## src/rtl/tx_lane_scheduler_pkg.sv

```systemverilog
// Shared definitions for the TX lane scheduler: FSM encoding, control
// characters and the skip ordered-set length.
package tx_lane_scheduler_pkg;

  typedef enum logic [1:0] {
    ST_IDLE    = 2'd0,
    ST_SEND    = 2'd1,
    ST_SKP_COM = 2'd2,
    ST_SKP     = 2'd3
  } sched_state_e;

  localparam logic [7:0] COM_CHAR = 8'hBC;
  localparam logic [7:0] SKP_CHAR = 8'h1C;
  localparam int unsigned SKP_SET_LEN = 3;

  // SKP_COM emits the first SKP byte, so the SKP state index stops one short.
  localparam logic [1:0] SKP_LAST_IDX = 2'(SKP_SET_LEN - 2);

endpackage

```

## src/rtl/tx_lane_scheduler_if.sv

```systemverilog
// Requester / serializer bundle for tx_lane_scheduler, plus FSM state for observation.
interface tx_lane_scheduler_if;
  import tx_lane_scheduler_pkg::*;

  // Handshake: a requester byte is consumed on a rising clock edge exactly when
  // reqN_valid and reqN_ready are both 1; ready is combinational and is only
  // ever 1 in a byte_en slot. valid/data/last must hold until consumed.
  logic       byte_en;
  logic [7:0] req0_data;
  logic       req0_valid;
  logic       req0_last;
  logic       req0_ready;
  logic [7:0] req1_data;
  logic       req1_valid;
  logic       req1_last;
  logic       req1_ready;

  logic [7:0]   data_out;
  logic         k_out;
  logic         valid_out;
  logic [1:0]   grant;
  logic [15:0]  skip_count;
  sched_state_e state;

  modport master (
    output byte_en, req0_data, req0_valid, req0_last,
    output req1_data, req1_valid, req1_last,
    input  req0_ready, req1_ready,
    input  data_out, k_out, valid_out, grant, skip_count, state
  );

  modport slave (
    input  byte_en, req0_data, req0_valid, req0_last,
    input  req1_data, req1_valid, req1_last,
    output req0_ready, req1_ready,
    output data_out, k_out, valid_out, grant, skip_count, state
  );

endinterface

```

## src/rtl/tx_lane_scheduler_rr_arbiter2.sv

```systemverilog
// Two-way round-robin arbiter: one-hot combinational grant, and a 1-bit
// last-served pointer that moves only when a frame completes.
module rr_arbiter2 (
  input  logic       clock,
  input  logic       reset,
  input  logic [1:0] req,
  input  logic       advance,
  input  logic       served,
  output logic [1:0] grant
);

  logic last_served_q;

  always_comb begin
    grant = req;
    if (req == 2'b11) begin
      grant = last_served_q ? 2'b01 : 2'b10;
    end
  end

  // Reset to requester 1 so requester 0 wins the first contested round.
  always_ff @(posedge clock or posedge reset) begin
    if (reset) begin
      last_served_q <= 1'b1;
    end else if (advance) begin
      last_served_q <= served;
    end
  end

endmodule

```

## src/rtl/tx_lane_scheduler.sv

```systemverilog
// Byte-slot scheduler for one TX lane: arbitrates two framed requesters and
// periodically inserts a COM + 3xSKP skip ordered set between frames.
module tx_lane_scheduler
  import tx_lane_scheduler_pkg::*;
#(
  parameter int unsigned SKIP_INTERVAL = 64
) (
  input logic              clock,
  input logic              reset,
  tx_lane_scheduler_if.slave bus
);

  localparam logic [15:0] SKIP_DUE_VAL = 16'(SKIP_INTERVAL - 1);

  sched_state_e state_q, state_d;
  logic [7:0]   data_q, data_d;
  logic         k_q, k_d;
  logic         vld_q, vld_d;
  logic [1:0]   grant_q, grant_d;
  logic [1:0]   skp_idx_q, skp_idx_d;
  logic [15:0]  skip_timer_q;
  logic         skip_due_q;
  logic [15:0]  skip_count_q;

  logic [1:0] req_valid;
  logic [1:0] arb_grant;
  logic [1:0] active_gnt;
  logic [1:0] ready;
  logic       sel;
  logic [7:0] sel_data;
  logic       sel_valid;
  logic       sel_last;
  logic       frame_done;
  logic       enter_skp;
  logic       skip_done;

  assign req_valid = {bus.req1_valid, bus.req0_valid};

  rr_arbiter2 u_arb (
    .clock   (clock),
    .reset   (reset),
    .req     (req_valid),
    .advance (frame_done),
    .served  (sel),
    .grant   (arb_grant)
  );

  // A frame in progress keeps its owner; arbitration only matters in IDLE.
  assign active_gnt = (state_q == ST_SEND) ? grant_q : arb_grant;
  assign sel        = active_gnt[1];
  assign sel_data   = sel ? bus.req1_data  : bus.req0_data;
  assign sel_valid  = sel ? bus.req1_valid : bus.req0_valid;
  assign sel_last   = sel ? bus.req1_last  : bus.req0_last;

  always_comb begin
    state_d    = state_q;
    data_d     = data_q;
    k_d        = k_q;
    vld_d      = vld_q;
    grant_d    = grant_q;
    skp_idx_d  = skp_idx_q;
    ready      = 2'b00;
    frame_done = 1'b0;
    enter_skp  = 1'b0;
    skip_done  = 1'b0;
    if (bus.byte_en && !reset) begin
      case (state_q)
        ST_IDLE: begin
          if (skip_due_q) begin
            data_d    = COM_CHAR;
            k_d       = 1'b1;
            vld_d     = 1'b0;
            enter_skp = 1'b1;
            state_d   = ST_SKP_COM;
          end else if (|req_valid) begin
            ready  = arb_grant;
            data_d = sel_data;
            k_d    = 1'b0;
            vld_d  = 1'b1;
            if (sel_last) begin
              frame_done = 1'b1;
              grant_d    = 2'b00;
            end else begin
              grant_d = arb_grant;
              state_d = ST_SEND;
            end
          end else begin
            data_d = COM_CHAR;
            k_d    = 1'b1;
            vld_d  = 1'b0;
          end
        end
        ST_SEND: begin
          ready = grant_q;
          if (sel_valid) begin
            data_d = sel_data;
            k_d    = 1'b0;
            vld_d  = 1'b1;
            if (sel_last) begin
              frame_done = 1'b1;
              grant_d    = 2'b00;
              state_d    = ST_IDLE;
            end
          end else begin
            // Underrun: keep the link busy with COM fill, frame stays open.
            data_d = COM_CHAR;
            k_d    = 1'b1;
            vld_d  = 1'b0;
          end
        end
        ST_SKP_COM: begin
          data_d    = SKP_CHAR;
          k_d       = 1'b1;
          vld_d     = 1'b0;
          skp_idx_d = 2'd0;
          state_d   = ST_SKP;
        end
        ST_SKP: begin
          data_d = SKP_CHAR;
          k_d    = 1'b1;
          vld_d  = 1'b0;
          if (skp_idx_q == SKP_LAST_IDX) begin
            skip_done = 1'b1;
            state_d   = ST_IDLE;
          end else begin
            skp_idx_d = skp_idx_q + 2'd1;
          end
        end
        default: state_d = ST_IDLE;
      endcase
    end
  end

  always_ff @(posedge clock or posedge reset) begin
    if (reset) begin
      state_q   <= ST_IDLE;
      data_q    <= 8'h00;
      k_q       <= 1'b0;
      vld_q     <= 1'b0;
      grant_q   <= 2'b00;
      skp_idx_q <= 2'd0;
    end else begin
      state_q   <= state_d;
      data_q    <= data_d;
      k_q       <= k_d;
      vld_q     <= vld_d;
      grant_q   <= grant_d;
      skp_idx_q <= skp_idx_d;
    end
  end

  // Skip timer freezes once a skip is owed and restarts when the set begins.
  always_ff @(posedge clock or posedge reset) begin
    if (reset) begin
      skip_timer_q <= 16'd0;
      skip_due_q   <= 1'b0;
      skip_count_q <= 16'd0;
    end else if (bus.byte_en) begin
      if (enter_skp) begin
        skip_timer_q <= 16'd0;
        skip_due_q   <= 1'b0;
      end else if (!skip_due_q) begin
        skip_timer_q <= skip_timer_q + 16'd1;
        if (skip_timer_q + 16'd1 == SKIP_DUE_VAL) begin
          skip_due_q <= 1'b1;
        end
      end
      if (skip_done) begin
        skip_count_q <= skip_count_q + 16'd1;
      end
    end
  end

  assign bus.req0_ready = ready[0];
  assign bus.req1_ready = ready[1];
  assign bus.data_out   = data_q;
  assign bus.k_out      = k_q;
  assign bus.valid_out  = vld_q;
  assign bus.grant      = grant_q;
  assign bus.skip_count = skip_count_q;
  assign bus.state      = state_q;

endmodule

```

## src/flat_wrapper.sv

```systemverilog
// flat-port wrapper written by rule: the top's interface ports become plain ports
module tx_lane_scheduler_flat import tx_lane_scheduler_pkg::*;
#(
  parameter int unsigned SKIP_INTERVAL = 64
)
  (clock, reset, bus_byte_en, bus_req0_data, bus_req0_valid, bus_req0_last, bus_req1_data, bus_req1_valid, bus_req1_last, bus_req0_ready, bus_req1_ready, bus_data_out, bus_k_out, bus_valid_out, bus_grant, bus_skip_count, bus_state);
  tx_lane_scheduler_if bus_i ();
  input logic clock;
  input logic reset;
  input wire logic [$bits(bus_i.byte_en)-1:0] bus_byte_en;
  input wire logic [$bits(bus_i.req0_data)-1:0] bus_req0_data;
  input wire logic [$bits(bus_i.req0_valid)-1:0] bus_req0_valid;
  input wire logic [$bits(bus_i.req0_last)-1:0] bus_req0_last;
  input wire logic [$bits(bus_i.req1_data)-1:0] bus_req1_data;
  input wire logic [$bits(bus_i.req1_valid)-1:0] bus_req1_valid;
  input wire logic [$bits(bus_i.req1_last)-1:0] bus_req1_last;
  output wire logic [$bits(bus_i.req0_ready)-1:0] bus_req0_ready;
  output wire logic [$bits(bus_i.req1_ready)-1:0] bus_req1_ready;
  output wire logic [$bits(bus_i.data_out)-1:0] bus_data_out;
  output wire logic [$bits(bus_i.k_out)-1:0] bus_k_out;
  output wire logic [$bits(bus_i.valid_out)-1:0] bus_valid_out;
  output wire logic [$bits(bus_i.grant)-1:0] bus_grant;
  output wire logic [$bits(bus_i.skip_count)-1:0] bus_skip_count;
  output wire logic [$bits(bus_i.state)-1:0] bus_state;
  assign bus_i.byte_en = bus_byte_en;
  assign bus_i.req0_data = bus_req0_data;
  assign bus_i.req0_valid = bus_req0_valid;
  assign bus_i.req0_last = bus_req0_last;
  assign bus_i.req1_data = bus_req1_data;
  assign bus_i.req1_valid = bus_req1_valid;
  assign bus_i.req1_last = bus_req1_last;
  assign bus_req0_ready = bus_i.req0_ready;
  assign bus_req1_ready = bus_i.req1_ready;
  assign bus_data_out = bus_i.data_out;
  assign bus_k_out = bus_i.k_out;
  assign bus_valid_out = bus_i.valid_out;
  assign bus_grant = bus_i.grant;
  assign bus_skip_count = bus_i.skip_count;
  assign bus_state = bus_i.state;
  tx_lane_scheduler #(.SKIP_INTERVAL(SKIP_INTERVAL)) u_core (.clock(clock), .reset(reset), .bus(bus_i));
endmodule
```

## config.mk

```make
export PLATFORM = sky130hd
export DESIGN_NAME = tx_lane_scheduler_flat
export DESIGN_NICKNAME = d
export VERILOG_FILES = /design/src/rtl/tx_lane_scheduler_pkg.sv /design/src/rtl/tx_lane_scheduler_if.sv /design/src/rtl/tx_lane_scheduler_rr_arbiter2.sv /design/src/rtl/tx_lane_scheduler.sv /design/src/flat_wrapper.sv
export SDC_FILE = /design/constraint.sdc
export NUM_CORES = 1
export LEC_CHECK = 0
export CORE_ASPECT_RATIO = 1.5
export CORE_MARGIN = 8
export CORE_UTILIZATION = 50
export CTS_BUF_LIST = sky130_fd_sc_hd__clkbuf_2 sky130_fd_sc_hd__clkbuf_4 sky130_fd_sc_hd__clkbuf_8
export DETAILED_ROUTE_END_ITERATION = 16
export PLACE_DENSITY = 0.85
export SLEW_MARGIN = 20
export SYNTH_ARGS = -nofsm -noshare
export SYNTH_HDL_FRONTEND = slang
export SYNTH_SLANG_ARGS = --single-unit
```

## constraint.sdc

```tcl
create_clock -name clock -period 2.69 [get_ports clock]
set_clock_uncertainty 0.2 [all_clocks]
set_input_delay 0.538 -clock clock [delete_from_list [all_inputs] [get_ports clock]]
set_output_delay 0.538 -clock clock [all_outputs]
set_load 0.1 [all_outputs]
```

Word level (Yosys, flattened, before mapping)
Cells that the tools add are included.

cells by class
  reduce and logical (&&, ||, !) cells = 12
  add/sub/neg operators = 3
  mux-type cells = 52
  equal/unequal tests = 15

operators with widths
  operator                                        number
  adder 16 x 1 -> 16 bit, second input constant   2
  2-to-1 mux 16 bit                               2
  2-to-1 mux 2 bit                                16
  2-to-1 mux 8 bit                                4
  one-hot mux 8 bit (3 select lines)              1
  2-to-1 mux 1 bit                                22
  == test 16 x 6 -> 1 bit, second input constant  1
  one-hot mux 2 bit (2 select lines)              3
  AND reduction 6 bit                             2
  != test 2 x 1 -> 1 bit, second input constant   4
  one-hot mux 2 bit (4 select lines)              1
  == test 2 bit, second input constant            3
  != test 2 bit, second input constant            3
  one-hot mux 1 bit (3 select lines)              2
  == test 2 x 1 -> 1 bit, second input constant   2
  AND reduction 2 bit                             2
  nonzero test 2 bit                              2
  OR reduction 2 bit                              2
  != test 3 x 1 -> 1 bit, second input constant   1
  != test 3 x 2 -> 1 bit, second input constant   1
  AND reduction 3 bit                             1
  adder 2 x 1 -> 2 bit, second input constant     1
  zero test 2 bit                                 1
  one-hot mux 1 bit (2 select lines)              1
  other kinds (2)                                 2

word-level totals
  flip-flop bits (word level) = 50
  input port bits = 23
  output and inout port bits = 32

Logic depth before layout (Yosys ltp)
Gate-level depths: netlist of the first run.

  depth in word-level cells = 9
  gate-level depth with buffers = 8
  mapped depth without buffers = 7

By module
A second synthesis of the first run with hierarchy kept.

unflattened totals
  cells, all modules = 300
  area, all modules = 2,849.0 µm²

modules (own cells, without submodules)
  module             instances  seq. area each (µm²)  area each (µm²)  cells an instance
  tx_lane_scheduler  1          1,226.2               2,791.4          293
  rr_arbiter2        1          26.3                  57.6             7

Worst setup path before layout of the first run
No wires, ideal clock.

  path type = reg2out
  from = register u_core.state_q[0], in the netlist u_core.bus.state[0]
  to = output port bus_req1_ready
  arrival time = 3.441 ns
  buffers on the path = 1
  path slack = -1.489 ns
  required time = 1.952 ns
  cell stages (with the launch flop) = 4
  cell sequence = dfrtp_1 -> buf_4 -> a22oi_1 -> nor3_1

on the way
  longest elaborated chain between the ends = 3

ends and longest elaborated chain
  item                                                              line                      source
  start: declaration                                                tx_lane_scheduler.sv:15   sched_state_e state_q, state_d;
  start signal: assignment                                          tx_lane_scheduler.sv:143  state_q <= state_d;
  == test 2 x 1 -> 1 bit / zero test 2 bit (equally long branches)  tx_lane_scheduler.sv:67   case (state_q)
  one-hot mux 2 bit (2 select lines) *                              tx_lane_scheduler.sv:67
  2-to-1 mux 2 bit *                                                tx_lane_scheduler.sv:66   if (bus.byte_en && !reset) begin
  end: declaration                                                  flat_wrapper.sv:18        output wire logic [$bits(bus_i.req1_ready)-1:0] bus_req1_ready;

Every way passes the cells marked *; elsewhere a longest branch is shown, timed or not.

Final worst setup path of the first run
  from = input port bus_req1_valid
  to = output port bus_req1_ready

on the way
  longest elaborated chain between the ends = 6

ends and longest elaborated chain
  item                                  line                                 source
  start: declaration                    flat_wrapper.sv:15                   input wire logic [$bits(bus_i.req1_valid)-1:0] bus_req1_valid;
  == test 2 bit                         tx_lane_scheduler_rr_arbiter2.sv:16  if (req == 2'b11) begin
  2-to-1 mux 2 bit                      tx_lane_scheduler_rr_arbiter2.sv:16
  2-to-1 mux 2 bit *                    tx_lane_scheduler.sv:75              end else if (|req_valid) begin
  2-to-1 mux 2 bit *                    tx_lane_scheduler.sv:69              if (skip_due_q) begin
  one-hot mux 2 bit (2 select lines) *  tx_lane_scheduler.sv:67
  2-to-1 mux 2 bit *                    tx_lane_scheduler.sv:66

Marked as above.

==> summary.txt, run 1 <==
Outcome
  – Status: finished, final reports clean

STA
  – Final Hold Fails: 0
  – Setup TNS: 0 ps
  – Tcrit/Tclk final: between 90 and 100%
  – Final worst slack: 109.7 ps
  – Fin. max-slew vios: 0
  – Slew headroom: between 30% and 40%
  – RSZ-0062 raised after global routing: false
  – Final setup vio count: 0
  – Worst hold slack: about 280 ps
  – Period minus WS final: 2580 ps
  – Tightest Pin Transition: 925.7 ps
  – Max Clock Freq: approximately 390 MHz

Floorplanning
  – Die H: between 100 and 150 microns
  – Rows: 33
  – Die X: approximately 77 microns
  – Initial core utilization: 51.74%
  – Core area: 0.005450 sq mm
  – IO Pins: 55
  – Die ar.: ~0.0083 sq mm

Power
  – Clock power share: 18.6%
  – Net Switching: 1.352 mW
  – Comb power frac: 44.6%
  – Internal: 1.545 mW
  – PwrDens: 810.2 mW/mm^2
  – Seq pwr share: 36.7%
  – Switching Fraction: approximately 47%
  – Worst vdd ir: 499.7 uV
  – P_leak: around 1.6 nW

Clock tree
  – H-Tree Depth: 2
  – Worst skew pair latency: between 300 and 400 ps
  – Hold buffers post-CTS: 0
  – Root buffer cell: clkbuf_8
  – Clock transition at path regs: ~90 ps
  – Post-CTS resize count: 0
  – Total CTS buffers: 5
  – Post-CTS setup buffer count: 0
  – CTS Buffer Depth: 2
  – Clock sink total: 50
  – CTS tree: yes

Critical path
  – Data required time of the worst path: around 2000 ps
  – CP Class: primary input to output port
  – Crit path max fanout: 4
  – Critical path arrival: approximately 1800 ps
  – Startpoint Class: primary input
  – Crit. End Element: output port

Logic synthesis
  – Post-Syn Area per Cell: about 9.2 sq um
  – Sequential area share after synthesis: approximately 44%
  – Post-synth EDFFs: 0
  – Synth area leader: dfrtp_1
  – Post-synth cell types: 55
  – Area share of the largest cell type after synthesis: 43.48%
  – Mapped cell area: approximately 0.0028 sq mm
  – Synth Register Bits: 50
  – Mapped Nets: between 300 and 400
  – Ranking of synthesized cells by area: dfrtp_1 43%, nand2_1 4.9%, o21ai_0 4.6%, xnor2_1 4.3%, mux2i_1 3.5%
  – Yosys warnings: 0
  – FFs w/ async S/R, synth: 100.0%
  – Most used DFF post-synth: dfrtp_1
  – Cells after Synth: 306

Placement
  – Dpl hpwl: around 5000 microns
  – Dpl cells: 429
  – Pre-CTS WS: roughly 68 ps
  – GPL Wtd Cong: 0.8103
  – I/O Buffers: 54

Detailed routing
  – Drt first pass iters: 4
  – Via count normalized by instance count: roughly 5.5
  – Routed WL: between 6000 and 7000 microns
  – Routed Antenna Nets: 0
  – Drt wl/cell: about 15 microns
  – DR iter-0 viols: roughly 120
  – Vias: between 2,000 and 2,500
  – DRC: 0

Final layout
  – Layout cell share with drive strength beyond 1: 20.71%
  – Multi-input logic area: ~0.0015 sq mm
  – Final core occ: 65.61%
  – Fillcell total: between 400 and 500
  – Synth-to-layout area growth: 26.80%
  – Ant. Diodes: 0
  – Register Area: approximately 0.0013 sq mm
  – Post-Layout Cell Count: 437
  – Commonest non-fill, non-tap cell in the layout: dfrtp_1
  – Final #Nets: ~400
  – Most frequent cells in the layout: 45 x dfrtp_1, 40 x buf_4, 37 x nand2_1

Global routing
  – Vias in the first global route: between 2,000 and 2,500
  – First-pass GRT wire length: around 11,000 microns
  – Initial antenna violation count: 0
  – Total GRT Usage: between 10% and 20%
  – Largest net degree at the start of global routing: 26
  – GRT overflow: 0

Flow run
  – Max-Cap Viols: 0

Worst hold path
  – HP Class: register to register
[worst max-delay path, cell delays in order]
cell             delay [ps]
clkdlybuf4s50_1         530
a21boi_1                230
a22oi_1                 130
nor3_4                  220
buf_12                  200
[metal layers]
layer / vias up / GRT usage, % / routed length (microns)
li1: 1200 / - / -
met1: 1156 / 17.69 / 2661
met2: 35 / 28.58 / 3571
met3: 6 / 2.741 / 211
met4: 0 / 5.420 / 82
met5: - / 0 / 0
[power groups by stage]
stage / registers [mW] / logic (mW) / clock network [mW]
6_report: 1.06 / 1.29 / 0.540
5_1_grt: 1.09 / 1.37 / 0.580
4_1_cts: 1.07 / 1.30 / 0.557
3_5_place_dp: 1.08 / 1.30 / 0
3_3_place_gp: 1.07 / 1.28 / 0
2_1_floorplan: 1.58 / 0.484 / 0
[cells by family (layout without fill, tap and decap cells)]
logic type / count (synthesis) / in the layout / share of synthesized area (%)
multiplexers: 13 / 13 / 5.146
AO/OA/AOI/OAI: 64 / 64 / 14.02
buffers and inverters: 23 / 84 / 3.372
AND/OR/NAND/NOR: 127 / 127 / 23.51
adder cells (fa/ha/maj): 4 / 4 / 1.775
XOR/XNOR: 25 / 25 / 7.764
flip-flops: 50 / 50 / 44.41
[cell type report]
class | count | share of cell area (%)
tap | 70 | 2.449
inverter | 11 | 1.155
sequential | 50 | 35.16
multi-input combinational | 233 | 41.81
timing repair buffer | 65 | 16.24
clock inverter | 2 | 1.050
clock buffer | 6 | 2.134
[worst paths after layout]
path                                            from                    endpoint  slack (ps)  cells after the start
setup / recovery                      bus_req1_valid              bus_req1_ready         110                      5
hold / removal             u_core.bus.skip_count[15]   u_core.bus.skip_count[15]         280                      1
setup reg to reg              u_core.skip_timer_q[1]           u_core.skip_due_q         320                      6
hold reg to reg            u_core.bus.skip_count[15]   u_core.bus.skip_count[15]         280                      1
max in group asynchronous                      reset  u_core.u_arb.last_served_q        1320                      3
min in group asynchronous                      reset         u_core.skp_idx_q[0]         410                      2
[stage by stage]
step                      total power, mW  area [sq um]
after CTS                           2.927          3576
after global placement              2.352          3462
after global routing                3.035          3576
after detailed placement            2.383          3462
final                               2.897          3576
after floorplan                     2.061          2851
[Yosys cell counts, types with 8 or more instances]
master and count:
dfrtp_1 49, nand2_1 37, nor2_1 26, o21ai_0 26
xnor2_1 14, nand3_1 13, a21oi_1 11, nor3_1 11
xor2_1 11, inv_1 10, mux2i_1 10, nand4_1 8
[state kept, by name, summed over array words and instances, names as in the netlist]
signal	cells
u_core.bus.data_out	8
u_core.skip_timer_q	16
u_core.bus.k_out	1
u_core.bus.grant	2
u_core.skip_due_q	1
u_core.bus.skip_count	16
u_core.bus.state	2
u_core.u_arb.last_served_q	1
u_core.skp_idx_q	2
u_core.bus.valid_out	1
Power figures use the tool's default switching activity.
==> inputs of run 2 (changes only) <==
--- a/config.mk
+++ b/config.mk
@@ -6,10 +6,12 @@
 export NUM_CORES = 1
 export LEC_CHECK = 0
 export CORE_ASPECT_RATIO = 1.5
-export CORE_MARGIN = 8
+export CORE_MARGIN = 1.5
 export CORE_UTILIZATION = 50
 export CTS_BUF_LIST = sky130_fd_sc_hd__clkbuf_2 sky130_fd_sc_hd__clkbuf_4 sky130_fd_sc_hd__clkbuf_8
 export DETAILED_ROUTE_END_ITERATION = 16
+export GPL_TIMING_DRIVEN = 0
+export HOLD_SLACK_MARGIN = 0.06
 export PLACE_DENSITY = 0.85
 export SLEW_MARGIN = 20
 export SYNTH_ARGS = -nofsm -noshare
==> run 2 against run 1 <==
Net effect: worst hold slack lost 160 ps; first-iteration DRC count grew 55%; register-to-register slack lost 60 ps; sequential power shrank 4%; count of clock-buffer cells in the layout is the same; cell count grew 0.46%; via count grew 2.6%; combinational power grew 8%; sequential share of layout area shrank 1.1 points; highest routed layer unchanged.
==> summary.txt, run 2 (synthesis gave the netlist of run 1 again) <==
Critical path
  – Crit path max fanout: 5
  – Critical path arrival: 1930 ps
  – Slowest stage delay, CP: approximately 1200 ps
  – Top delay family on crit path: buffers and inverters
  – CP Class: register to output port
  – CP max stage cell: clkdlybuf4s50_1
  – CP bufs+invs: 1
  – Crit. End Element: output port
  – Startpoint Class: register
  – Sequence of cells on the critical path: clkdlybuf4s50_1
  – Data required time of the worst path: just under 2000 ps

Final layout
  – Most frequent cells in the layout: 46 x clkdlybuf4s50_1, 45 x dfrtp_1, 37 x nand2_1
  – Synth-to-layout area growth: 30.92%
  – Final #Nets: about 400
  – Layout cell share with drive strength beyond 1: 11.92%
  – Final core occ: about 68%
  – Ant. Diodes: 0
  – Commonest non-fill, non-tap cell in the layout: clkdlybuf4s50_1
  – Register Area: ~0.0013 sq mm
  – Multi-input logic area: 0.001506 sq mm
  – Fillcell total: 425
  – Post-Layout Cell Count: around 440
  – Finished layout cell area: 0.003692 sq mm

Outcome
  – Status: finished, final reports clean

Clock tree
  – Total CTS buffers: 5
  – H-Tree Depth: 2
  – Worst skew pair latency: 310 ps
  – Clock transition at path regs: ~90 ps
  – CTS Buffer Depth: 2
  – Clock sink total: 50
  – Root buffer cell: clkbuf_8
  – CTS tree: yes
  – Hold buffers post-CTS: 0

Global routing
  – Total GRT Usage: ~23%
  – Vias in the first global route: 2,466
  – Largest net degree at the start of global routing: 35
  – Initial antenna violation count: 0
  – First-pass GRT wire length: 10,850 microns
  – GRT overflow: 0

Placement
  – Dpl hpwl: around 4900 microns
  – DP Area: ~0.0035 sq mm
  – Pre-CTS WS: -985.9 ps
  – Dpl cells: between 400 and 500
  – I/O Buffers: 54
  – GPL Wtd Cong: around 0.88

STA
  – Tightest Pin Transition: 995.0 ps
  – Setup TNS: 0 ps
  – Worst hold slack: roughly 120 ps
  – Final worst slack: 24.22 ps
  – Fin. max-slew vios: 0
  – Final setup vio count: 0
  – Slew headroom: roughly a third
  – Final Hold Fails: 0
  – Period minus WS final: roughly 2700 ps
  – Tcrit/Tclk final: 99.10%
  – Max Clock Freq: approximately 380 MHz

Power
  – PwrDens: slightly above 800 mW/mm^2
  – Total power: roughly 3.1 mW
  – Worst vdd ir: 358.1 uV
  – P_leak: approximately 1.7 nW

Floorplanning
  – IO Pins: 55
  – Initial core utilization: about half
  – Die H: about 95 microns
  – Die ar.: ~0.0061 sq mm
  – Die X: roughly 64 microns
  – Core area: approximately 0.0055 sq mm
  – Rows: 33

Detailed routing
  – Vias: 2,460
  – Via count normalized by instance count: around 5.6
  – Drt wl/cell: around 15 microns
  – DR iter-0 viols: 178
  – Routed WL: approximately 6500 microns
  – Drt first pass iters: 4
  – Routed Antenna Nets: 0
  – DRC: 0

Flow run
  – Max-Cap Viols: 0

Worst hold path
  – HP Class: primary input to async pin
==> run 2: cell types whose count changed in the layout (fill, tap and decap cells not counted) <==
cell	before	now
bufinv_16	1	2
dlymetal6s2s_1	0	5
clkinvlp_4	1	0
a21boi_4	0	1
buf_4	40	1
clkdlybuf4s50_1	22	46
buf_6	0	1
a21boi_1	1	0
buf_2	0	4
dlygate4sd2_1	0	1
clkbuf_1	0	5
clkbuf_8	5	6
==> run 2: where the power goes <==
part	internal, mW	total [mW]	switching (mW)	leakage, nW
registers	0.883	1.02	0.137	0.642
logic	0.406	1.39	0.985	0.937
clock network	0.396	0.648	0.251	0.0714
==> run 2: repair_timing <==
action                     CTS  global route
resized for setup           19             9
setup endpoints to repair    2             7
buffers inserted             0             1
pin swaps                    0             0
cloned                       0             0
==> run 2: worst paths after layout <==
path                                                start                        end  slack (ps)  cells after the start
worst min-delay path                                reset     u_core.skip_timer_q[9]         120                      2
max in group asynchronous                           reset        u_core.bus.state[1]        1640                      3
min in group clock              u_core.bus.skip_count[15]  u_core.bus.skip_count[15]         270                      1
worst max-delay path            u_core.bus.skip_count[10]         bus_skip_count[10]          20                      1
worst max register to register     u_core.skip_timer_q[1]          u_core.skip_due_q         260                      6
worst min register to register  u_core.bus.skip_count[15]  u_core.bus.skip_count[15]         270                      1
==> run 2: per-layer routing <==
layer  up-vias  routed length (microns)  GRT usage (%)  part of all wire (%)
li1       1200                        -              -                     -
met1      1207                     2547          25.08                    39
met2        44                     3680          42.27                    56
met3         9                      178          3.695                   2.7
met4         0                      107          9.929                   1.6
met5         -                        0              0                     0
==> run 2: area by class of cell <==
class	count	area share, %
Sequential cell	50	34.06
Timing Repair Buffer	56	16.23
Multi-Input combinational cell	233	40.80
Clock inverter	2	1.627
Inverter	11	1.118
Clock buffer	6	2.237
Buffer	11	1.559
Tap cell	70	2.372
